## config.mk

```make
export PLATFORM = sky130hd
export DESIGN_NAME = ratio_divider
export DESIGN_NICKNAME = d
export VERILOG_FILES = /design/src/rtl/error_ratio_pkg.sv /design/src/rtl/ratio_divider.sv
export SDC_FILE = /design/constraint.sdc
export NUM_CORES = 1
export LEC_CHECK = 0
export BUFFER_PORTS_ARGS = -buffer_cell sky130_fd_sc_hd__buf_2
export CORE_MARGIN = 10
export CORE_UTILIZATION = 50
export DETAILED_ROUTE_END_ITERATION = 16
export GPL_TIMING_DRIVEN = 0
export PLACE_DENSITY = 0.71
export SYNTH_ARGS = -nofsm -noshare
export SYNTH_HDL_FRONTEND = slang
export SYNTH_SLANG_ARGS = --single-unit
```

## constraint.sdc

```tcl
create_clock -name clk -period 2.8 [get_ports clk]
set_input_delay 0.56 -clock clk [delete_from_list [all_inputs] [get_ports clk]]
set_output_delay 0.56 -clock clk [all_outputs]
set_load 0.01 [all_outputs]
```

## src/rtl/error_ratio_pkg.sv

```systemverilog
// rtl/error_ratio_pkg.sv - divider state type, ratio ladder and code helper for error_ratio_checker
package error_ratio_pkg;

  typedef enum logic [1:0] {
    ST_IDLE,
    ST_LOAD,
    ST_DIV,
    ST_DONE
  } div_state_e;

  localparam int NUM_LEVELS = 8;
  localparam logic [3:0] DIV_ZERO_CODE = 4'd15;

  // Ratio thresholds in Q8 (0.125, 0.25, 0.5, 1.0, 1.5, 2.0, 3.0, 4.0)
  localparam logic [31:0] LADDER [NUM_LEVELS] = '{
    32'd32, 32'd64, 32'd128, 32'd256, 32'd384, 32'd512, 32'd768, 32'd1024
  };

  function automatic logic [3:0] ladder_code(input logic [31:0] quot);
    logic [3:0] code;
    code = '0;
    for (int k = 0; k < NUM_LEVELS; k++) begin
      if (LADDER[k] <= quot) code = code + 4'd1;
    end
    return code;
  endfunction

endpackage

```

## src/rtl/ratio_divider.sv

```systemverilog
// rtl/ratio_divider.sv - restoring divider producing floor(sum2*2^FRAC/sum1), saturated
module ratio_divider
  import error_ratio_pkg::*;
#(
  parameter int SW   = 20,
  parameter int QW   = 16,
  parameter int FRAC = 8
) (
  input  logic          clk,
  input  logic          rst,
  input  logic          start_i,
  input  logic [SW-1:0] sum1_i,
  input  logic [SW-1:0] sum2_i,
  output logic          busy_o,
  output logic          done_o,
  output logic [QW-1:0] quot_o,
  output logic          div_zero_o
);

  localparam int EW = SW + FRAC + QW;
  localparam int HW = SW + FRAC;
  localparam int CW = $clog2(QW + 1);

  div_state_e    r_state;
  div_state_e    w_next;
  logic [SW-1:0] r_sum1;
  logic [SW-1:0] r_sum2;
  logic [SW-1:0] r_rem;
  logic [QW-1:0] r_dq;
  logic [CW-1:0] r_cnt;
  logic          r_ovf;
  logic          r_zero;

  logic [EW-1:0] w_dividend;
  logic [HW-1:0] w_hi;
  logic [SW:0]   w_trial;
  logic          w_ge;
  logic [SW-1:0] w_diff;

  assign w_dividend = EW'(r_sum2) << FRAC;
  assign w_hi       = w_dividend[EW-1:QW];
  // Quotient fits in QW bits only if the part above the iterated bits is below the divisor
  assign w_trial    = {r_rem, r_dq[QW-1]};
  assign w_ge       = w_trial >= {1'b0, r_sum1};
  assign w_diff     = w_trial[SW-1:0] - r_sum1;

  always_ff @(posedge clk) begin
    if (rst) r_state <= ST_IDLE;
    else     r_state <= w_next;
  end

  always_comb begin
    w_next = r_state;
    case (r_state)
      ST_IDLE: if (start_i) w_next = ST_LOAD;
      ST_LOAD: w_next = ST_DIV;
      ST_DIV:  if (r_cnt == CW'(QW - 1)) w_next = ST_DONE;
      ST_DONE: w_next = ST_IDLE;
      default: w_next = ST_IDLE;
    endcase
  end

  always_ff @(posedge clk) begin
    if (rst) begin
      r_sum1 <= '0;
      r_sum2 <= '0;
      r_rem  <= '0;
      r_dq   <= '0;
      r_cnt  <= '0;
      r_ovf  <= 1'b0;
      r_zero <= 1'b0;
    end else begin
      case (r_state)
        ST_IDLE: begin
          if (start_i) begin
            r_sum1 <= sum1_i;
            r_sum2 <= sum2_i;
          end
        end
        ST_LOAD: begin
          r_ovf  <= w_hi >= HW'(r_sum1);
          r_zero <= r_sum1 == '0;
          r_rem  <= w_dividend[QW+SW-1:QW];
          r_dq   <= w_dividend[QW-1:0];
          r_cnt  <= '0;
        end
        ST_DIV: begin
          r_rem <= w_ge ? w_diff : w_trial[SW-1:0];
          r_dq  <= {r_dq[QW-2:0], w_ge};
          r_cnt <= r_cnt + CW'(1);
        end
        default: ;
      endcase
    end
  end

  assign busy_o     = r_state != ST_IDLE;
  assign done_o     = r_state == ST_DONE;
  assign quot_o     = r_ovf ? {QW{1'b1}} : r_dq;
  assign div_zero_o = r_zero;

endmodule

```

=== Yosys cells after proc, flatten, opt, wreduce, memory -nomap -nowiden ===
Index checks and enable logic that the tools add are counted.

* Flip-flop bits (word level): 85
* Bits of input ports: 43
* Output and inout bits: 19
* Word-level logic and storage cells: 32

* Add/sub/neg operators: 2
* Magnitude comparators: 2
* Equal/unequal tests: 6
* Muxes and demuxes: 8
* Reduce and logical (&&, ||, !) cells: 6

{| class="wikitable"
|+ Operators with widths
! cell !! count
|-
| 20-bit case mux with 2 select lines || 1
|-
| 16-bit case mux with 2 select lines || 1
|-
| 21-bit by 20-bit >= comparator with 1-bit output || 1
|-
| 12-bit by 20-bit >= comparator with 1-bit output || 1
|-
| 20-bit logical NOT || 1
|-
| 20-bit two-way mux || 1
|-
| 20-bit subtractor || 1
|-
| 16-bit two-way mux || 1
|-
| 5-bit case mux with 2 select lines || 1
|-
| 2-bit case mux with 4 select lines || 1
|-
| 5-bit by 1-bit adder with 5-bit output, second input constant || 1
|-
| 5-bit by 4-bit equality test with 1-bit output, second input constant || 1
|-
| 2-bit equality test, second input constant || 2
|-
| 2-bit two-way mux || 2
|-
| 2-bit inequality test, second input constant || 2
|-
| 2-bit AND reduction || 2
|-
| 2-bit nonzero test || 2
|-
| 2-bit by 1-bit equality test with 1-bit output, second input constant || 1
|-
| 2-bit logical NOT || 1
|}

=== Longest topological paths before layout ===
* Depth in word-level cells: 3
* Depth in mapped cells: 12
* Gate-level depth less buffers: 12

=== Worst setup path after synthesis ===
Ideal clock, no wire load.

* Path kind: register to register
* From: register r_sum1[0]
* To: register r_rem[16]
* Library setup time: 122 ps
* Arrival: 2392 ps
* Data required time: 2678 ps
* Slack: 285 ps
* Stages on the path, launching flop included: 12
* Buffers on the path: 0
* Clock period less this slack: 2515 ps
* Cell sequence: dfxtp_1 > ha_1 > inv_1 > fa_1 > a21o_1 > a221oi_2 > o21ai_2 > a211o_1 > a21o_1 > a21oi_2 > xor2_1 > o21ai_1

* Cells in the longest elaborated chain, start to end: 3
* Elaborated cells between the ends (all ways): 4
* Those cells by class: add/sub: 1; order compare: 1; mux: 2

{| class="wikitable"
|+ RTL lines
! element !! line !! text
|-
| start, declared || ratio_divider.sv:26 || <nowiki>logic [SW-1:0] r_sum1;</nowiki>
|-
| start signal, assigned || ratio_divider.sv:76 || <nowiki>r_sum1 <= sum1_i;</nowiki>
|-
| 20-bit subtractor / 21-bit by 20-bit >= comparator with 1-bit output (equally long branches) || ratio_divider.sv:45, ratio_divider.sv:44 ||
|-
| 20-bit two-way mux * || ratio_divider.sv:88 || <nowiki>r_rem <= w_ge ? w_diff : w_trial[SW-1:0];</nowiki>
|-
| 20-bit case mux with 2 select lines * || ratio_divider.sv:73 || <nowiki>case (r_state)</nowiki>
|-
| end signal, assigned || ratio_divider.sv:83 || <nowiki>r_rem <= w_dividend[QW+SW-1:QW];</nowiki>
|-
| end signal, assigned || ratio_divider.sv:88 ||
|-
| end, declared || ratio_divider.sv:28 || <nowiki>logic [SW-1:0] r_rem;</nowiki>
|}

Mark *: on every way between the ends. The rest lies on a longest branch, timed or not.
A chain may end at the register's enable or synchronous reset.

=== Worst setup path after layout ===
Ends and elaborated chain as after synthesis.

==> flow_summary.yaml <==
status:
  status: "finished clean"
worst_hold_path:
  min_path_type: "in2reg"
cts:
  clkTransAtPathRegs_ns: 0.09
  h-tree-depth: 3
  cts_root_buf: "clkbuf_8"
  tritoncts_num_sinks: 85
  cts_made_buffers: 9
  cts.path.max_buffers: 2
  tritoncts: "built"
  clk_latency_ns: 0.36
logic_synthesis:
  synth_seq_cells: 85
  synth-edff-count: 0
  ys.flop_type: "dfxtp_1"
  avgSynthCellArea_sq_um: 7.98
  synth.distinct_cells: 52
  syn-num-nets: 682
  syn_inst: 599
  ys_seq_area_share_pct: 35.6
  syn_area_sq_mm: 0.00478
  async_reset_ff_share_pct: 0
  yosys_warnings: 0
route:
  drt_iter0_drc: 369
  vias_per_cell: 5.57
  drt_pass1_iterations: 5
  ant_nets: 0
  num_vias: 4493
  wl_per_cell_um: 16.4
  routed_wl_um: 13300
  remaining_drc_errors: 0
floorplanning:
  die_w_um: 118
  start_util_pct: 51.5
  fp-row-count: 35
  fp.dieArea_sq_mm: 0.0139
  fp.coreArea_sq_mm: 0.00928
  chipHeight_um: 118
  io_pins: 62
timing:
  final.setup_skew_ns: 0.0143
  setup_viol: 0
  slew_headroom_pct: 52.1
  worstMarginPinSlew_ns: 0.718
  finalCritPeriodShare_pct: 94.6
  rsz0062_at_grt: "false"
  tns_ns: 0
  max_freq_mhz: 377
  min_period_ns: 2.65
  hold_viol_final: 0
  drv_slew: 0
  finalWorstSetupSlack_ns: 0.151
worst_setup_path:
  critPathMaxStageDelay_ns: 0.41
  required_ns: 3.05
  start_kind: "flop"
  cp_max_fo: 4
  crit_slowest_cell: "dfxtp_1"
  worstSetupPathType: "reg2reg"
  cp_cell_sequence: "ha_1, inv_1, fa_2, a21o_1, a221oi_4, o21ai_2, a211o_1, a21o_1, a21oi_2, xor2_1, o21ai_1"
  cpMostUsedCell: "a21o_1"
  cp.arrival_ns: 2.89
  worstSetupEndpointType: "flop"
final_layout:
  layout-drive-gt1-share_pct: 17.3
  finish.utilization_pct: 59.4
  instances_no_fill: 807
  antenna_cells: 0
  fillerInstances: 900
  mostFrequentLayoutCells: "nand2_1 (113), dfxtp_1 (85), a21oi_1 (72), buf_2 (61), ha_1 (36)"
  layout_commonest_cell: "nand2_1"
  area_delta_synth_final_pct: 15.5
  fin_nets: 756
global_routing:
  antenna_found_initial: 0
  grt_max_degree: 16
  grt_usage_pct: 18.7
  grt-ovfl-total: 0
  first_global_vias: 4552
  grt_pass1_wl_um: 21700
placed_design:
  gp_congestion: 0.939
  place_hpwl_um: 10300
  placed_cells: 789
  place_ws_ns: 0.0293
  port_buffers: 61
job:
  maxCapViolCount: 0
power:
  leakagePower_uw: 0.00236
  finalPower_uw: 6130
  p_per_area_mw_per_mm2: 1110
  vdd_drop_max_uv: 505
## metrics by stage
| step | area (sq um) | hold slack, ns |
|---|---|---|
| after floorplan | 4780 | 0.436 |
| after global placement | 5240 | 0.442 |
| after detailed placement | 5240 | 0.447 |
| after CTS | 5470 | 0.415 |
| after global routing | 5520 | 0.426 |
| final | 5520 | 0.430 |
## critical path: cells and delay by family, from the launching register on
family	cells	cell delay [ns]
compound gates	7	1.35
fa+ha+maj	2	0.57
flops	1	0.41
xor+xnor	1	0.16
buf+inv	1	0.07
## synthesized netlist by cell type (3+ instances only)
library cell	count	area [sq um]
xnor2_1	10	87.6
xor2_1	8	70.1
or2_2	16	100
nor4_1	6	37.5
a21o_1	15	113
nor2_1	34	128
nand3_1	15	75.1
nand2_1	113	424
o21ai_0	10	50.1
a211oi_1	12	90.1
a22oi_1	7	52.6
and3_1	6	37.5
nand4_1	3	18.8
nand2b_1	5	31.3
buf_1	8	30.0
inv_1	33	124
a31oi_1	10	62.6
o22ai_1	4	25.0
dfxtp_1	85	1700
o21ai_1	7	35.0
a21oi_2	3	26.3
clkbuf_1	21	78.8
ha_1	39	488
a21oi_1	72	360
nor3_1	5	25.0
o21a_1	6	45.0
mux2i_1	12	120
## where the power goes
| part | internal, uW | leakage [uW] | switching, uW |
|---|---|---|---|
| clock network | 505 | 0.000106 | 463 |
| registers | 1420 | 0.000693 | 179 |
| logic | 1510 | 0.00156 | 2050 |
## what timing repair did
item | 4_1_cts | 5_1_grt
gates resized for setup | 0 | 9
setup endpoints to repair | 0 | 6
buffers inserted | 0 | 2
hold buffers | 0 | 0
## worst paths after layout
check / from / to / slack, ns / cells after the start
hold / removal: sum2_i[5] / r_sum2[5] / 0.43 / 3
setup / recovery: r_sum1[0] / r_rem[16] / 0.15 / 11
setup reg to reg: r_sum1[0] / r_rem[16] / 0.15 / 11
hold reg to reg: r_sum2[1] / r_sum2[1] / 0.46 / 2
## cells by family (layout without fill, tap and decap cells)
group / count (synthesis) / after routing / share of synthesized area [%]
AND/OR/NAND/NOR: 212 / 212 / 19.6
AO/OA/AOI/OAI: 166 / 166 / 22.6
flip-flops: 85 / 85 / 35.6
buffers and inverters: 64 / 143 / 5.26
adder cells (fa/ha/maj): 40 / 40 / 10.6
XOR/XNOR: 18 / 18 / 3.30
multiplexers: 14 / 14 / 2.99
## state kept, by name (all words and copies together), names as in the netlist
name        cells
r_sum1         20
div_zero_o      1
r_sum2         20
r_ovf           1
r_dq           16
r_rem          20
r_state         2
r_cnt           5
## metal layers
layer	share of wire, %	wire length [um]	track usage (%)	vias up
met5	0	0	0	-
met4	2.5	335	7.03	0
met3	4.8	643	3.41	27
met2	48	6420	32.4	120
met1	44	5880	22.3	2114
li1	-	-	-	2232
## area by class of cell
type,instances,area (sq um),area share (%)
Multi-Input combinational cell,450,2860,51.8
Sequential cell,85,1700,30.8
Timing Repair Buffer,63,320,5.81
Tap cell,129,161,2.93
Buffer,31,128,2.31
Clock buffer,9,124,2.25
Inverter,33,124,2.25
Clock inverter,7,97.6,1.77
Note: power is estimated with default switching activity, not from simulation.
